## config.mk

```make
export PLATFORM = sky130hd
export DESIGN_NAME = masked_rmw_mem
export DESIGN_NICKNAME = d
export VERILOG_FILES = /design/src/rtl/masked_rmw_mem.sv
export SDC_FILE = /design/constraint.sdc
export NUM_CORES = 1
export LEC_CHECK = 0
export CAP_MARGIN = 20
export CORE_UTILIZATION = 58
export DETAILED_ROUTE_END_ITERATION = 10
export MAX_ROUTING_LAYER = met4
export PLACE_DENSITY = 0.8
export SETUP_SLACK_MARGIN = 0.4
export SYNTH_ARGS = -nofsm -noshare
export SYNTH_HDL_FRONTEND = slang
export SYNTH_SLANG_ARGS = --single-unit
```

## constraint.sdc

```tcl
create_clock -name clk -period 6.3 [get_ports clk]
set_clock_uncertainty 0.15 [all_clocks]
set_input_delay 1.26 -clock clk [delete_from_list [all_inputs] [get_ports clk]]
set_output_delay 1.26 -clock clk [all_outputs]
set_load 0.05 [all_outputs]
```

## src/rtl/masked_rmw_mem.sv

```systemverilog
// rtl/masked_rmw_mem.sv - byte-masked read-modify-write word memory with registered response
module masked_rmw_mem #(
    parameter int DATA_W     = 32,
    parameter int DEPTH      = 8,
    parameter int ADDR_W     = 3,
    parameter int RETURN_NEW = 0
) (
    input  logic                  clk,
    input  logic                  reset_n,
    input  logic                  io_enable,
    input  logic                  io_write,
    input  logic [ADDR_W-1:0]     io_addr,
    input  logic [DATA_W-1:0]     io_wdata,
    input  logic [DATA_W/8-1:0]   io_mask,
    output logic [DATA_W-1:0]     io_out,
    output logic                  io_out_valid,
    output logic                  io_err,
    output logic [15:0]           io_wr_count
);

    localparam int NB = DATA_W / 8;
    localparam logic [ADDR_W:0] DEPTH_L = (ADDR_W + 1)'(DEPTH);

    logic                s1_valid_q, s1_valid_d;
    logic                s1_write_q, s1_write_d;
    logic [ADDR_W-1:0]   s1_addr_q,  s1_addr_d;
    logic [DATA_W-1:0]   s1_wdata_q, s1_wdata_d;
    logic [NB-1:0]       s1_mask_q,  s1_mask_d;

    logic [DATA_W-1:0]   out_q, out_d;
    logic                out_valid_q, out_valid_d;
    logic                err_q, err_d;
    logic [15:0]         wr_count_q, wr_count_d;

    logic [DATA_W-1:0]   mem_q [DEPTH];

    logic                in_range;
    logic                commit;
    logic [DATA_W-1:0]   old_word;
    logic [DATA_W-1:0]   merged;

    always_comb begin
        s1_valid_d = io_enable;
        s1_write_d = io_write;
        s1_addr_d  = io_addr;
        s1_wdata_d = io_wdata;
        s1_mask_d  = io_mask;

        in_range = ({1'b0, s1_addr_q} < DEPTH_L);
        old_word = '0;
        if (in_range) begin
            old_word = mem_q[s1_addr_q];
        end

        merged = old_word;
        for (int b = 0; b < NB; b++) begin
            if (s1_mask_q[b]) begin
                merged[8*b +: 8] = s1_wdata_q[8*b +: 8];
            end
        end

        // s1_valid_q clears asynchronously, so a write caught by reset never commits
        commit = s1_valid_q && s1_write_q && in_range && (|s1_mask_q);

        out_valid_d = s1_valid_q;
        err_d       = s1_valid_q && !in_range;
        out_d       = out_q;
        if (s1_valid_q) begin
            if (!in_range) begin
                out_d = '0;
            end else if ((RETURN_NEW != 0) && s1_write_q) begin
                out_d = merged;
            end else begin
                out_d = old_word;
            end
        end

        wr_count_d = wr_count_q;
        if (commit && (wr_count_q != 16'hFFFF)) begin
            wr_count_d = wr_count_q + 16'd1;
        end
    end

    always_ff @(posedge clk or negedge reset_n) begin
        if (!reset_n) begin
            s1_valid_q  <= 1'b0;
            s1_write_q  <= 1'b0;
            s1_addr_q   <= '0;
            s1_wdata_q  <= '0;
            s1_mask_q   <= '0;
            out_q       <= '0;
            out_valid_q <= 1'b0;
            err_q       <= 1'b0;
            wr_count_q  <= 16'd0;
        end else begin
            s1_valid_q  <= s1_valid_d;
            s1_write_q  <= s1_write_d;
            s1_addr_q   <= s1_addr_d;
            s1_wdata_q  <= s1_wdata_d;
            s1_mask_q   <= s1_mask_d;
            out_q       <= out_d;
            out_valid_q <= out_valid_d;
            err_q       <= err_d;
            wr_count_q  <= wr_count_d;
        end
    end

    // Storage is intentionally not reset; contents survive reset_n pulses.
    always_ff @(posedge clk) begin
        if (commit) begin
            mem_q[s1_addr_q] <= merged;
        end
    end

    assign io_out       = out_q;
    assign io_out_valid = out_valid_q;
    assign io_err       = err_q;
    assign io_wr_count  = wr_count_q;

endmodule

```

==> flow_summary_export.csv <==
group,metric,value,unit
setup_path,cp-start-kind,"register",
timing,setup_tns,0,ns
timing,worst_pin_slew,1.027,ns
global_route,grt_pass1_vias,6902,
setup_path,r2r-end,"mem_q[7][17]",
synthesis,synth_warnings,0,
setup_path,crit_chain,"clkdlybuf4s50_1",
job,cap_violations,0,
synthesis,synth.net_count,724,
setup_path,r2r_cells,6,
place,port_buffers,91,
power,peakVddDrop,238.9,uV
final_layout,area_growth,18.57,%
timing,setup_slack,3.068,ns
global_route,track_usage,0.2418,
global_route,overflow,0,
synthesis,ys_ff_latch,346,
cts,htreeDepth,2,
timing,slew_headroom,0.3155,
floorplan,die_h,151.8,um
floorplan,core_area,21890,um^2
setup_path,crit_family,"buffers and inverters",
cts,cts_buffers,35,
setup_path,cp.required,4.89,ns
floorplan,io_pins,93,
cts,root_buffer,"clkbuf_16",
global_route,grt_max_degree,71,
floorplan,start_util,0.5941,
timing,slew_violations,0,
floorplan,num_rows,54,
power,powerDensity,335.3,nW/um^2
final_layout,final_nets,836,
floorplan,dieArea,23030,um^2
synthesis,ys_types,41,
setup_path,crit_type,"reg -> out",
setup_path,cp-end-kind,"output pin",
synthesis,synth_area,13010,um^2
timing,post-route-min-period,3.232,ns
place,post-dp-hpwl,14040,um
min_path,hp-class,"reg -> reg",
min_path,hp-start,"io_wr_count[15]",
detailed_routing,drc,0,
floorplan,die_x,151.8,um
setup_path,crit_path_start,"io_wr_count[8]",
setup_path,reg2reg_from,"out_valid_d",
cts,cts.clk_slew.worst_paths,0.06,ns
final_layout,drive_above_1_share,0.1734,
detailed_routing,viasPerCell,6.024,
setup_path,slowest_delay,0.85,ns
global_route,grt_antenna_before_repair,0,
place,place_congestion,0.7850,
timing,rsz0062_at_grt,"false",
synthesis,ys_seq_area_frac,0.7642,
cts,clock_path_buffers,3,
outcome,status,"complete, no violations",
setup_path,cp.depth,1,
cts,clock_sinks,346,
timing,max_freq,0.3094,GHz
final_layout,num-fill-cells,1323,
detailed_routing,routed_wl,25810,um
cts,post_cts_buffers,0,
cts,hold_buffers,0,
setup_path,cp_num_buf_inv,1,
setup_path,cp_slowest_cell,"clkdlybuf4s50_1",
synthesis,syn_avg_cell_area,19.13,um^2
detailed_routing,detail-route-antenna-nets,0,
power,p_leak,5.425,nW
cts,cts_tree,"yes",
setup_path,arrival,1.82,ns
setup_path,critPathMaxFanout,7,
setup_path,reg2reg_slack,3.12,ns
global_route,grt_pass1_wl,39270,um
cts,cts_resized,0,
detailed_routing,route.vias.total,6620,
synthesis,synthCells,680,
timing,setup_violations,0,
detailed_routing,first_pass_iters,5,
final_layout,antennaDiodeCount,0,
timing,fin_crit_sh,0.5130,
timing,hold_viol_final,0,
place,dp_slack,3.118,ns
detailed_routing,drt_iter0_drc,443,
cts,clk_latency,0.51,ns
detailed_routing,drt-wirelength-per-cell,23.49,um
setup_path,cp-endpoint,"io_wr_count[8]",
## metrics by stage
step	instances	utilization	hold slack, ns	instance area [um^2]	power [mW]
5_1_grt	1099	0.7044	0.3803	15420	5.326
6_report	1099	0.7044	0.3471	15420	5.170
4_1_cts	1099	0.7044	0.3526	15420	5.201
2_1_floorplan	680	-	0.1987	13010	2.966
3_5_place_dp	1035	0.6517	0.3373	14270	3.157
3_3_place_gp	1032	0.6493	0.3321	14210	3.137
## routing by layer
layer / GRT usage / wire (um) / vias to the layer above
li1: - / - / 2893
met1: 0.3086 / 10330 / 3422
met2: 0.4039 / 13490 / 258
met3: 0.04012 / 1478 / 47
met4: 0.06980 / 516 / 0
met5: - / 0 / -
## state kept, by name (all words and copies together) (netlist names)
name	count
s1_mask_q	4
io_wr_count	16
s1_wdata_q	32
io_out_valid	1
out_valid_d	1
io_out	32
mem_q	256
s1_addr_q	3
s1_write_q	1
## where the power goes
group | internal, mW | switching (mW)
clock | 1.24 | 0.813
combinational | 0.181 | 0.313
sequential | 2.55 | 0.0657
## synthesized netlist by cell type, drive strengths merged
| library cell | n | area [um^2] |
|---|---|---|
| mux2i | 36 | 360.4 |
| clkbuf | 13 | 52.55 |
| a21oi | 34 | 170.2 |
| xnor2 | 12 | 105.1 |
| and3 | 5 | 31.28 |
| o32ai | 1 | 8.760 |
| and4 | 3 | 26.28 |
| ha | 1 | 12.51 |
| nand3 | 6 | 30.03 |
| mux2 | 3 | 33.78 |
| nand4 | 8 | 56.30 |
| or4b | 1 | 10.01 |
| or2 | 1 | 6.260 |
| buf | 20 | 157.7 |
| mux4 | 62 | 1423 |
| nand3b | 1 | 7.510 |
| inv | 4 | 15.01 |
| nor3 | 5 | 25.02 |
| nor4 | 3 | 25.02 |
| edfxtp | 256 | 7687 |
| nor3b | 2 | 20.02 |
| dfrtp | 90 | 2252 |
| nand2b | 1 | 6.260 |
| or3 | 1 | 6.260 |
| and2 | 1 | 6.260 |
| conb | 1 | 3.750 |
| nand2 | 40 | 157.6 |
| nor2 | 36 | 135.1 |
| nor4b | 1 | 15.01 |
| o21ai | 32 | 160.2 |
## how the worst min path moves through the flow
stage / endpoint / cells past startpoint / slack [ns]
after floorplan: io_out_valid / 0 / 0.20
after global placement: io_wr_count[15] / 1 / 0.33
after detailed placement: io_wr_count[15] / 1 / 0.34
after CTS: io_wr_count[15] / 1 / 0.35
after global routing: io_wr_count[15] / 1 / 0.38
final: io_wr_count[15] / 1 / 0.35
## cells in the final DEF (no fill, tap or decap), types with 2 or more instances in the layout
| master | netlist | final |
|---|---|---|
| a21oi_1 | 34 | 34 |
| and3_1 | 5 | 5 |
| and4_1 | 3 | 3 |
| buf_12 | 3 | 2 |
| buf_4 | 3 | 15 |
| bufinv_16 | 0 | 4 |
| clkbuf_1 | 12 | 11 |
| clkbuf_16 | 0 | 36 |
| clkbuf_8 | 0 | 2 |
| clkdlybuf4s50_1 | 0 | 90 |
| clkinv_1 | 0 | 4 |
| clkinv_2 | 0 | 5 |
| dfrtp_1 | 90 | 86 |
| dfrtp_2 | 0 | 3 |
| edfxtp_1 | 256 | 256 |
| inv_1 | 4 | 4 |
| mux2_2 | 2 | 2 |
| mux2i_1 | 36 | 36 |
| mux4_1 | 7 | 7 |
| mux4_2 | 55 | 55 |
| nand2_1 | 39 | 39 |
| nand3_1 | 6 | 6 |
| nand4_1 | 7 | 7 |
| nor2_1 | 36 | 34 |
| nor2_4 | 0 | 2 |
| nor3_2 | 0 | 4 |
| nor4_2 | 1 | 3 |
| o21ai_1 | 32 | 32 |
| xnor2_1 | 12 | 12 |
## area by class of cell
type                            instances  area (um^2)  share of cell area
Sequential cell                       346         9947              0.6450
Multi-Input combinational cell        297         2889              0.1873
Clock buffer                           49        969.7             0.06288
Tap cell                              280        350.3             0.02272
Clock inverter                         15        185.2             0.01201
Timing Repair Buffer                  108         1065             0.06905
Inverter                                4        15.01           0.0009736
## logic make-up (layout without fill, tap and decap cells)
| group | after synthesis | after routing | synth area share |
|---|---|---|---|
| flops | 346 | 346 | 0.7642 |
| simple gates | 115 | 115 | 0.04339 |
| mux | 101 | 101 | 0.1397 |
| compound gates | 67 | 67 | 0.02607 |
| buf+inv | 37 | 176 | 0.01732 |
| xor+xnor | 12 | 12 | 0.008081 |
| fa+ha+maj | 1 | 1 | 0.0009618 |
| other cells | 1 | 1 | 0.0002883 |
(Power assumes the default switching activity.)
